[config.mk]
export PLATFORM = sky130hd
export DESIGN_NAME = mb_cam_ctl_flat
export DESIGN_NICKNAME = d
export VERILOG_FILES = /design/src/rtl/mb_cam_ctl_if.sv /design/src/rtl/mb_cam_ctl.sv /design/src/flat_wrapper.sv
export SDC_FILE = /design/constraint.sdc
export NUM_CORES = 1
export LEC_CHECK = 0
export BUFFER_PORTS_ARGS = -buffer_cell sky130_fd_sc_hd__buf_2
export CAP_MARGIN = 20
export CORE_MARGIN = 2
export CORE_UTILIZATION = 35
export CTS_BUF_LIST = sky130_fd_sc_hd__clkbuf_2
export CTS_CLUSTER_DIAMETER = 50
export DETAILED_ROUTE_END_ITERATION = 7
export SKIP_CTS_REPAIR_TIMING = 1
export SYNTH_ARGS = -nofsm -noshare
export SYNTH_HDL_FRONTEND = slang
export SYNTH_SLANG_ARGS = --single-unit
export TNS_END_PERCENT = 10
[constraint.sdc]
create_clock -name rclk -period 24.1 [get_ports rclk]
set_input_delay 7.23 -clock rclk [delete_from_list [all_inputs] [get_ports rclk]]
set_output_delay 7.23 -clock rclk [all_outputs]
set_load 0.005 [all_outputs]
[src/rtl/mb_cam_ctl_if.sv]
// Bundle of request, read, status and CAM-side signals for the miss-buffer CAM controller.
// Optional multi-hit status (MB_CAM_CTL_MHIT_CHK_EN) adds mb_mhit_err and mb_mhit_sticky.
interface mb_cam_ctl_if #(
    parameter int NENT = 16
);
    logic            alloc_req;
    logic [39:0]     alloc_addr;
    logic            alloc_ack;
    logic            alloc_dup;
    logic [NENT-1:0] alloc_idx;

    logic            dealloc_vld;
    logic [NENT-1:0] dealloc_idx;

    logic            rd_req;
    logic [NENT-1:0] rd_idx;
    logic            rd_ack;
    logic            rd_vld;
    logic [39:0]     rd_data;

    logic            mb_full;
    logic            mb_almost_full;

    logic [NENT-1:0] cam_adr_w;
    logic [39:0]     cam_din;
    logic            cam_write_en;
    logic [NENT-1:0] cam_adr_r;
    logic            cam_read_en;
    logic            cam_lookup_en;
    logic [31:0]     cam_key;
    logic [NENT-1:0] cam_match;
    logic [39:0]     cam_dout;

`ifdef MB_CAM_CTL_MHIT_CHK_EN
    logic            mb_mhit_err;
    logic            mb_mhit_sticky;
`endif

    // Requester plus CAM array side: drives requests and CAM results.
    modport master (
        output alloc_req, alloc_addr, dealloc_vld, dealloc_idx, rd_req, rd_idx,
        output cam_match, cam_dout,
        input  alloc_ack, alloc_dup, alloc_idx, rd_ack, rd_vld, rd_data,
        input  mb_full, mb_almost_full,
        input  cam_adr_w, cam_din, cam_write_en, cam_adr_r, cam_read_en,
        input  cam_lookup_en, cam_key
`ifdef MB_CAM_CTL_MHIT_CHK_EN
        , input mb_mhit_err, mb_mhit_sticky
`endif
    );

    modport slave (
        input  alloc_req, alloc_addr, dealloc_vld, dealloc_idx, rd_req, rd_idx,
        input  cam_match, cam_dout,
        output alloc_ack, alloc_dup, alloc_idx, rd_ack, rd_vld, rd_data,
        output mb_full, mb_almost_full,
        output cam_adr_w, cam_din, cam_write_en, cam_adr_r, cam_read_en,
        output cam_lookup_en, cam_key
`ifdef MB_CAM_CTL_MHIT_CHK_EN
        , output mb_mhit_err, mb_mhit_sticky
`endif
    );
endinterface

[src/rtl/mb_cam_ctl.sv]
// Allocation/read sequencer for the 16x40 miss-buffer CAM: duplicate check, free list, read arbitration.
// Define MB_CAM_CTL_MHIT_CHK_EN to add multi-hit error pulse and sticky status outputs.
module mb_cam_ctl #(
    parameter int NENT    = 16,
    parameter int FULL_WM = 2
) (
    input  logic         rclk,
    input  logic         rst,
    mb_cam_ctl_if.slave  bus
);

    typedef enum logic [1:0] {
        IDLE,
        LKUP,
        CHK,
        WR
    } state_t;

    function automatic logic [NENT-1:0] lowest_one(input logic [NENT-1:0] v);
        return v & (~v + {{(NENT-1){1'b0}}, 1'b1});
    endfunction

    state_t          state_q, state_d;
    logic [NENT-1:0] valid_q, valid_d;
    logic [NENT-1:0] wr_ent_q, wr_ent_d;

    logic            alloc_ack_q, alloc_ack_d;
    logic            alloc_dup_q, alloc_dup_d;
    logic [NENT-1:0] alloc_idx_q, alloc_idx_d;

    logic            rd_ack_q, rd_ack_d;
    logic            rd_p1_q, rd_p1_d;
    logic            rd_vld_q, rd_vld_d;
    logic [39:0]     rd_data_q, rd_data_d;

    logic            mb_full_q, mb_full_d;
    logic            mb_almost_full_q, mb_almost_full_d;

    logic [NENT-1:0] cam_adr_w_q, cam_adr_w_d;
    logic [39:0]     cam_din_q, cam_din_d;
    logic            cam_write_en_q, cam_write_en_d;
    logic [NENT-1:0] cam_adr_r_q, cam_adr_r_d;
    logic            cam_read_en_q, cam_read_en_d;
    logic            cam_lookup_en_q, cam_lookup_en_d;
    logic [31:0]     cam_key_q, cam_key_d;

`ifdef MB_CAM_CTL_MHIT_CHK_EN
    logic            mhit_err_q, mhit_err_d;
    logic            mhit_sticky_q, mhit_sticky_d;
`endif

    logic [NENT-1:0] hit;
    logic [NENT-1:0] hit_low;
    logic [NENT-1:0] free_low;
    logic [NENT-1:0] dealloc_mask;
    logic            rd_issue;

    always_comb begin
        hit          = bus.cam_match & valid_q;
        hit_low      = lowest_one(hit);
        free_low     = lowest_one(~valid_q);
        dealloc_mask = bus.dealloc_vld ? bus.dealloc_idx : '0;

        state_d         = state_q;
        wr_ent_d        = wr_ent_q;
        valid_d         = valid_q & ~dealloc_mask;
        alloc_ack_d     = 1'b0;
        alloc_dup_d     = 1'b0;
        alloc_idx_d     = '0;
        cam_lookup_en_d = 1'b0;
        cam_key_d       = '0;
        cam_write_en_d  = 1'b0;
        cam_adr_w_d     = '0;
        cam_din_d       = '0;

        // The ack register blocks a restart while a duplicate ack is still visible.
        unique case (state_q)
            IDLE: begin
                if (bus.alloc_req && !mb_full_q && !alloc_ack_q) begin
                    state_d         = LKUP;
                    cam_lookup_en_d = 1'b1;
                    cam_key_d       = bus.alloc_addr[39:8];
                end
            end
            LKUP: begin
                state_d = CHK;
            end
            CHK: begin
                alloc_ack_d = 1'b1;
                if (|hit) begin
                    alloc_dup_d = 1'b1;
                    alloc_idx_d = hit_low;
                    state_d     = IDLE;
                end else begin
                    wr_ent_d       = free_low;
                    alloc_idx_d    = free_low;
                    cam_write_en_d = 1'b1;
                    cam_adr_w_d    = free_low;
                    cam_din_d      = bus.alloc_addr;
                    state_d        = WR;
                end
            end
            WR: begin
                valid_d = valid_d | wr_ent_q;
                state_d = IDLE;
            end
            default: begin
                state_d = IDLE;
            end
        endcase

        // A read is issued only into a cycle that carries no CAM write.
        rd_issue      = bus.rd_req && (state_d != WR);
        rd_ack_d      = rd_issue;
        cam_read_en_d = rd_issue;
        cam_adr_r_d   = rd_issue ? bus.rd_idx : '0;

        rd_p1_d   = cam_read_en_q;
        rd_vld_d  = rd_p1_q;
        rd_data_d = rd_p1_q ? bus.cam_dout : rd_data_q;

        mb_full_d        = &valid_d;
        mb_almost_full_d = ($countones(~valid_d) <= FULL_WM);

`ifdef MB_CAM_CTL_MHIT_CHK_EN
        mhit_err_d    = (state_q == CHK) && ($countones(hit) > 1);
        mhit_sticky_d = mhit_sticky_q | mhit_err_d;
`endif
    end

    always_ff @(posedge rclk or posedge rst) begin
        if (rst) begin
            state_q          <= IDLE;
            valid_q          <= '0;
            wr_ent_q         <= '0;
            alloc_ack_q      <= 1'b0;
            alloc_dup_q      <= 1'b0;
            alloc_idx_q      <= '0;
            rd_ack_q         <= 1'b0;
            rd_p1_q          <= 1'b0;
            rd_vld_q         <= 1'b0;
            rd_data_q        <= '0;
            mb_full_q        <= 1'b0;
            mb_almost_full_q <= 1'b0;
            cam_adr_w_q      <= '0;
            cam_din_q        <= '0;
            cam_write_en_q   <= 1'b0;
            cam_adr_r_q      <= '0;
            cam_read_en_q    <= 1'b0;
            cam_lookup_en_q  <= 1'b0;
            cam_key_q        <= '0;
`ifdef MB_CAM_CTL_MHIT_CHK_EN
            mhit_err_q       <= 1'b0;
            mhit_sticky_q    <= 1'b0;
`endif
        end else begin
            state_q          <= state_d;
            valid_q          <= valid_d;
            wr_ent_q         <= wr_ent_d;
            alloc_ack_q      <= alloc_ack_d;
            alloc_dup_q      <= alloc_dup_d;
            alloc_idx_q      <= alloc_idx_d;
            rd_ack_q         <= rd_ack_d;
            rd_p1_q          <= rd_p1_d;
            rd_vld_q         <= rd_vld_d;
            rd_data_q        <= rd_data_d;
            mb_full_q        <= mb_full_d;
            mb_almost_full_q <= mb_almost_full_d;
            cam_adr_w_q      <= cam_adr_w_d;
            cam_din_q        <= cam_din_d;
            cam_write_en_q   <= cam_write_en_d;
            cam_adr_r_q      <= cam_adr_r_d;
            cam_read_en_q    <= cam_read_en_d;
            cam_lookup_en_q  <= cam_lookup_en_d;
            cam_key_q        <= cam_key_d;
`ifdef MB_CAM_CTL_MHIT_CHK_EN
            mhit_err_q       <= mhit_err_d;
            mhit_sticky_q    <= mhit_sticky_d;
`endif
        end
    end

    assign bus.alloc_ack      = alloc_ack_q;
    assign bus.alloc_dup      = alloc_dup_q;
    assign bus.alloc_idx      = alloc_idx_q;
    assign bus.rd_ack         = rd_ack_q;
    assign bus.rd_vld         = rd_vld_q;
    assign bus.rd_data        = rd_data_q;
    assign bus.mb_full        = mb_full_q;
    assign bus.mb_almost_full = mb_almost_full_q;
    assign bus.cam_adr_w      = cam_adr_w_q;
    assign bus.cam_din        = cam_din_q;
    assign bus.cam_write_en   = cam_write_en_q;
    assign bus.cam_adr_r      = cam_adr_r_q;
    assign bus.cam_read_en    = cam_read_en_q;
    assign bus.cam_lookup_en  = cam_lookup_en_q;
    assign bus.cam_key        = cam_key_q;
`ifdef MB_CAM_CTL_MHIT_CHK_EN
    assign bus.mb_mhit_err    = mhit_err_q;
    assign bus.mb_mhit_sticky = mhit_sticky_q;
`endif

endmodule

[src/flat_wrapper.sv]
// flat-port wrapper written by rule: the top's interface ports become plain ports
module mb_cam_ctl_flat 
#(
    parameter int NENT    = 16,
    parameter int FULL_WM = 2
)
  (rclk, rst, bus_alloc_req, bus_alloc_addr, bus_dealloc_vld, bus_dealloc_idx, bus_rd_req, bus_rd_idx, bus_cam_match, bus_cam_dout, bus_alloc_ack, bus_alloc_dup, bus_alloc_idx, bus_rd_ack, bus_rd_vld, bus_rd_data, bus_mb_full, bus_mb_almost_full, bus_cam_adr_w, bus_cam_din, bus_cam_write_en, bus_cam_adr_r, bus_cam_read_en, bus_cam_lookup_en, bus_cam_key);
  mb_cam_ctl_if #(.NENT(NENT)) bus_i ();
  input  logic rclk;
  input  logic rst;
  input wire logic [$bits(bus_i.alloc_req)-1:0] bus_alloc_req;
  input wire logic [$bits(bus_i.alloc_addr)-1:0] bus_alloc_addr;
  input wire logic [$bits(bus_i.dealloc_vld)-1:0] bus_dealloc_vld;
  input wire logic [$bits(bus_i.dealloc_idx)-1:0] bus_dealloc_idx;
  input wire logic [$bits(bus_i.rd_req)-1:0] bus_rd_req;
  input wire logic [$bits(bus_i.rd_idx)-1:0] bus_rd_idx;
  input wire logic [$bits(bus_i.cam_match)-1:0] bus_cam_match;
  input wire logic [$bits(bus_i.cam_dout)-1:0] bus_cam_dout;
  output wire logic [$bits(bus_i.alloc_ack)-1:0] bus_alloc_ack;
  output wire logic [$bits(bus_i.alloc_dup)-1:0] bus_alloc_dup;
  output wire logic [$bits(bus_i.alloc_idx)-1:0] bus_alloc_idx;
  output wire logic [$bits(bus_i.rd_ack)-1:0] bus_rd_ack;
  output wire logic [$bits(bus_i.rd_vld)-1:0] bus_rd_vld;
  output wire logic [$bits(bus_i.rd_data)-1:0] bus_rd_data;
  output wire logic [$bits(bus_i.mb_full)-1:0] bus_mb_full;
  output wire logic [$bits(bus_i.mb_almost_full)-1:0] bus_mb_almost_full;
  output wire logic [$bits(bus_i.cam_adr_w)-1:0] bus_cam_adr_w;
  output wire logic [$bits(bus_i.cam_din)-1:0] bus_cam_din;
  output wire logic [$bits(bus_i.cam_write_en)-1:0] bus_cam_write_en;
  output wire logic [$bits(bus_i.cam_adr_r)-1:0] bus_cam_adr_r;
  output wire logic [$bits(bus_i.cam_read_en)-1:0] bus_cam_read_en;
  output wire logic [$bits(bus_i.cam_lookup_en)-1:0] bus_cam_lookup_en;
  output wire logic [$bits(bus_i.cam_key)-1:0] bus_cam_key;
  assign bus_i.alloc_req = bus_alloc_req;
  assign bus_i.alloc_addr = bus_alloc_addr;
  assign bus_i.dealloc_vld = bus_dealloc_vld;
  assign bus_i.dealloc_idx = bus_dealloc_idx;
  assign bus_i.rd_req = bus_rd_req;
  assign bus_i.rd_idx = bus_rd_idx;
  assign bus_i.cam_match = bus_cam_match;
  assign bus_i.cam_dout = bus_cam_dout;
  assign bus_alloc_ack = bus_i.alloc_ack;
  assign bus_alloc_dup = bus_i.alloc_dup;
  assign bus_alloc_idx = bus_i.alloc_idx;
  assign bus_rd_ack = bus_i.rd_ack;
  assign bus_rd_vld = bus_i.rd_vld;
  assign bus_rd_data = bus_i.rd_data;
  assign bus_mb_full = bus_i.mb_full;
  assign bus_mb_almost_full = bus_i.mb_almost_full;
  assign bus_cam_adr_w = bus_i.cam_adr_w;
  assign bus_cam_din = bus_i.cam_din;
  assign bus_cam_write_en = bus_i.cam_write_en;
  assign bus_cam_adr_r = bus_i.cam_adr_r;
  assign bus_cam_read_en = bus_i.cam_read_en;
  assign bus_cam_lookup_en = bus_i.cam_lookup_en;
  assign bus_cam_key = bus_i.cam_key;
  mb_cam_ctl #(.NENT(NENT), .FULL_WM(FULL_WM)) u_core (.rclk(rclk), .rst(rst), .bus(bus_i));
endmodule
# Word-level counts from Yosys, hierarchy flattened
# Index checks and enable logic that the tools add are counted.
# word_totals
register_bits	203
output_inout_bits	169
# op_classes
addsub	17
n_lt_le_gt_ge	1
n_eq_ne	4
n_mux	21
bitwise	11
n_reduce_logical	9
# ops
operator	n
32-bit adder	7
16-bit 2-to-1 mux	7
40-bit 2-to-1 mux	2
16-bit NOT	5
16-bit bitwise AND	4
32-bit 2-to-1 mux	2
16-bit by 1-bit adder with 16-bit output (second input constant)	2
32-bit by 3-bit less-or-equal comparator with 1-bit output (second input constant)	1
1-bit by 1-bit adder with 2-bit output	8
16-bit OR	1
16-bit AND reduction	1
16-bit OR reduction	1
2-bit one-hot mux with 4 select lines	1
1-bit 2-to-1 mux	7
2-bit == test (second input constant)	2
2-bit 2-to-1 mux	2
1-bit logical AND	3
2-bit by 1-bit == test with 1-bit output (second input constant)	1
1-bit zero test	2
2-bit zero test	1
2-bit inequality test (second input constant)	1
2-bit AND reduction	1
1-bit NOT	1

# Depth between registers and ports, before layout
# depth
depth_word	11
mapped_depth	19
ltp_nobuf	17

# Worst setup path before layout
# OpenSTA, ideal clock, no wires.
# synth_path
path_kind	input -> register
start	in bus_dealloc_vld
end	reg u_core.mb_almost_full_q (netlist: u_core.bus.mb_almost_full)
arrival_ns	11.298
required_ns	23.975
setup_slack_ns	12.676
stages	16
cell_sequence	clkbuf_1 -> clkbuf_1 -> nand2_1 -> a22oi_1 -> ha_1 -> inv_1 -> fa_1 -> fa_1 -> fa_1 -> inv_1 -> fa_1 -> ha_1 -> inv_1 -> fa_1 -> inv_1 -> a2111oi_0
# synth_via
elab_chain_len	11
# synth_lines
element	line	source
from (decl)	flat_wrapper.sv:13	input wire logic [$bits(bus_i.dealloc_vld)-1:0] bus_dealloc_vld;
16-bit 2-to-1 mux *	mb_cam_ctl.sv:62	dealloc_mask = bus.dealloc_vld ? bus.dealloc_idx : '0;
16-bit NOT *	mb_cam_ctl.sv:66	valid_d = valid_q & ~dealloc_mask;
16-bit bitwise AND *	mb_cam_ctl.sv:66	
16-bit OR	mb_cam_ctl.sv:104	valid_d = valid_d | wr_ent_q;
16-bit 2-to-1 mux *	mb_cam_ctl.sv:77	unique case (state_q)
16-bit NOT *	mb_cam_ctl.sv:123	mb_almost_full_d = ($countones(~valid_d) <= FULL_WM);
1-bit by 1-bit adder with 2-bit output (not written as such)	mb_cam_ctl.sv:123	
32-bit adder (not written as such) (2 in series)	mb_cam_ctl.sv:123	
32-bit adder (not written as such) *	mb_cam_ctl.sv:123	
32-bit by 3-bit less-or-equal comparator with 1-bit output *	mb_cam_ctl.sv:123	
named net u_core.mb_almost_full_d	mb_cam_ctl.sv:37	logic mb_almost_full_q, mb_almost_full_d;
to (signal assigned)	mb_cam_ctl.sv:168	mb_almost_full_q <= mb_almost_full_d;
to (decl)	mb_cam_ctl.sv:37	
# Mark *: on every way through the listed nets, which the timed path passes. The rest lies on a longest branch.
# A chain may end at the register's enable or synchronous reset.

# Worst setup path in the final report
# Same ends and word-level chain as after synthesis.

==> impl_metrics.toml <==
[status]
status = "finished clean"

[timing]
rsz0062_at_grt = "false"
drv_slew = 0
setup_viol = 0
tightestPinTransition_ns = 0.927
hold_viol_final = 0
period_share_pct = 44.1
totalNegativeSetupSlack_ns = 0
fin_worst_skew_ns = 0.0623
slew_headroom_pct = 38.2
max_freq_mhz = 94.0
min_period_ns = 10.63

[drt]
wl_per_cell_um = 17.0
drtIter0Drc = 277
vias_per_cell = 4.56
drt-total-wl_um = 21600
drc_errors = 0
first_pass_iters = 5
route.vias.total = 5794
ant_nets = 0

[global_routing]
grt.total_usage_pct = 17.8
grt_pass1_vias = 5846
grt_pass1_wl_um = 33100
grt_max_degree = 131
grt_overflow_total = 0
antenna_found_initial = 1

[layout]
syn2layout_area_growth_pct = 28.4
drive_above_1_share_pct = 44.5
nets = 1108
n_antenna_cell = 0
regArea_um2 = 5080
fin_util_pct = 45.5
fillCellCount = 2128
multi_input_area_um2 = 2570

[clocking]
cts_tree = "done"
clockRootBuffer = "clkbuf_2"
clk_pin_slew_ns = 0.12
clock-sinks = 203
htree_levels = 2
numCtsBuffers = 53
clk_path_buf_depth = 3
clk_latency_ns = 0.78

[synth]
yosys.area_share.simple_pct = 14.2
synth_xor_area_share_pct = 0
yosysSeqAreaShare_pct = 63.7
synth_adder_area_share_pct = 6.06
syn_area_per_cell_um2 = 13.0
synth_top_family_by_area = "simple AND/OR/NAND/NOR gates"
syn_inst = 612
synth_edf_count = 0
synth-compound-area-share_pct = 4.22
synth-main-ff-cell = "dfrtp_1"
syn_nets = 777
ys_ff_latch = 203
yosysWarnings = 0
syn_area_um2 = 7970
ys_types = 46
async_flop_share_pct = 100
muxShareOfSynthArea_pct = 7.70

[pwr]
p_switching_mw = 0.315
pwr-share-seq_pct = 46.4
swShare_pct = 32.9
p_clk_share_pct = 25.3
internal_power_mw = 0.644
irDropWorstVdd_mv = 0.0370
p_leak_nw = 5.74
powerDensity_nw_per_um2 = 93.7
comb_power_share_pct = 28.3

[setup_path]
critical_path.top_delay_family = "adder cells"
cp.required_ns = 24.73
rr_endpoint = "u_core.bus.mb_almost_full"
crit_type = "primary input to register"
critPathMostFrequentCell = "fa_1"
r2r-start = "u_core.state_q[1]"
reg2reg_slack_ns = 19.22
path_cells = "buf_2 -> nand2_1 -> a22oi_1 -> ha_1 -> inv_1 -> fa_1 -> fa_1 -> fa_1 -> inv_1 -> fa_1 -> ha_1 -> inv_1 -> fa_1 -> inv_1 -> a2111oi_0"
critical_path.startpoint_type = "primary input"
crit_buf_inv = 5
worstPathMaxFanout = 16
max_stage_delay_ns = 0.54
cp.arrival_ns = 11.26
slowest_stage = "fa_1"
critPathCaptureType = "register"
reg2reg_depth = 14

[floorplan]
start_util_pct = 35.4
pin_count = 302
fp-row-count = 55
chipWidth_um = 155
die_h_um = 155
die-area_um2 = 24000
core-area_um2 = 22500

[min_path]
holdPathEnd = "u_core.wr_ent_q[13]"
min_path_cells = 1
hp-class = "register to register"
min_from = "u_core.wr_ent_q[13]"

[job]
drv_cap = 0

[placement]
hpwl_um = 16100
port_buffers = 301
place_congestion = 0.799
## how the worst max path moves through the flow
stage                     from                   endpoint  slack (ns)  cells past startpoint
4_1_cts        bus_dealloc_vld  u_core.bus.mb_almost_full       13.58                     15
3_5_place_dp   bus_dealloc_vld  u_core.bus.mb_almost_full       12.63                     15
2_1_floorplan              rst       u_core.bus.alloc_ack       11.33                      1
6_report       bus_dealloc_vld  u_core.bus.mb_almost_full       13.47                     15
3_3_place_gp   bus_dealloc_vld  u_core.bus.mb_almost_full       12.79                     15
5_1_grt        bus_dealloc_vld  u_core.bus.mb_almost_full       13.30                     16
## final cells by class
class	instances	area share (%)
clock inverter	24	1.41
inverter	46	1.76
tap	285	3.48
sequential	203	49.6
multi-input combinational	333	25.1
timing repair buffer	306	15.1
clock buffer	73	3.57
## kinds of logic (layout without fill, tap and decap cells)
group	after synthesis	in the layout
buffers and inverters	76	449
DFF	203	203
adders and majority gates	32	32
AOI/OAI and AO/OA	46	46
and+or+nand+nor	200	200
muxes	55	55
## layer usage
metal / routed length (um) / GRT usage, % / vias up
met5: 0 / 0 / -
met4: 418 / 5.78 / 0
met3: 1800 / 6.04 / 29
met2: 10700 / 30.3 / 246
met1: 8690 / 21.4 / 2768
li1: - / - / 2751
## cell usage in the layout, fill, tap and decap left out, types with 4 or more instances in the layout
cell type    n
and3_1      18
clkbuf_2    73
nand4_1     11
and2_1      80
mux2i_1      4
buf_4        5
mux2_2      48
dfrtp_1    203
nand2_1     37
buf_2      301
nand3_1     16
inv_1       44
a22oi_1     20
nor2b_1      5
fa_1        11
nor3_1       6
clkinv_1    20
ha_1        21
a21oi_1      9
nor2_1      11
## stage by stage
step / instance area [um2] / hold WS [ns] / std cells / setup slack [ns] / power [mW]
after floorplan: 7970 / 0.397 / 612 / 11.33 / 0.601
after global placement: 9730 / 0.473 / 1173 / 12.79 / 0.724
after detailed placement: 9730 / 0.477 / 1173 / 12.63 / 0.730
after CTS: 10200 / 0.502 / 1270 / 13.58 / 0.978
after global routing: 10200 / 0.518 / 1270 / 13.30 / 1.03
final: 10200 / 0.504 / 1270 / 13.47 / 0.959
## power groups by stage
stage               Clock, mW  Combinational [mW]  Sequential (mW)
global route            0.274               0.299            0.454
global placement            0               0.273            0.451
detailed placement          0               0.277            0.453
finish                  0.243               0.271            0.445
floorplan                   0               0.144            0.457
CTS                     0.255               0.278            0.446
## sequential cells by signal, summed over array words and instances, names as in the netlist
register	flops
u_core.bus.rd_ack	1
u_core.bus.rd_vld	1
u_core.bus.mb_almost_full	1
u_core.bus.cam_adr_r	16
u_core.bus.cam_write_en	1
u_core.bus.mb_full	1
u_core.rd_p1_q	1
u_core.wr_ent_q	16
u_core.bus.cam_key	32
u_core.bus.alloc_dup	1
u_core.valid_q	16
u_core.bus.cam_din	40
u_core.bus.alloc_idx	16
u_core.state_q	2
u_core.bus.cam_lookup_en	1
u_core.bus.alloc_ack	1
u_core.bus.cam_adr_w	16
u_core.bus.rd_data	40
## cells in the mapped netlist, types with 2 or more instances
library cell  count  area share [%]
dfrtp_1         203              64
and2_1           80             6.3
mux2_2           48             6.8
inv_1            45             2.1
nand2_1          37             1.7
ha_1             21             3.3
a22oi_1          20             1.9
and3_1           18             1.4
nand3_1          16             1.0
clkbuf_1         13            0.61
fa_1             11             2.8
nand4_1          11            0.86
nor2_1           11            0.52
a21oi_1           9            0.56
nor3_1            6            0.38
clkbuf_2          5            0.31
nor2b_1           5            0.39
buf_2             4            0.25
buf_6             4            0.56
mux2i_1           4            0.50
buf_1             3            0.14
mux2_1            3            0.42
nand2b_1          3            0.24
nor4_1            3            0.24
o2bb2ai_1         3            0.33
a222oi_1          2            0.25
and4_1            2            0.22
nand4b_1          2            0.22
nor3_2            2            0.25
o22ai_1           2            0.16
No activity file was read; power rests on OpenSTA's default activity.
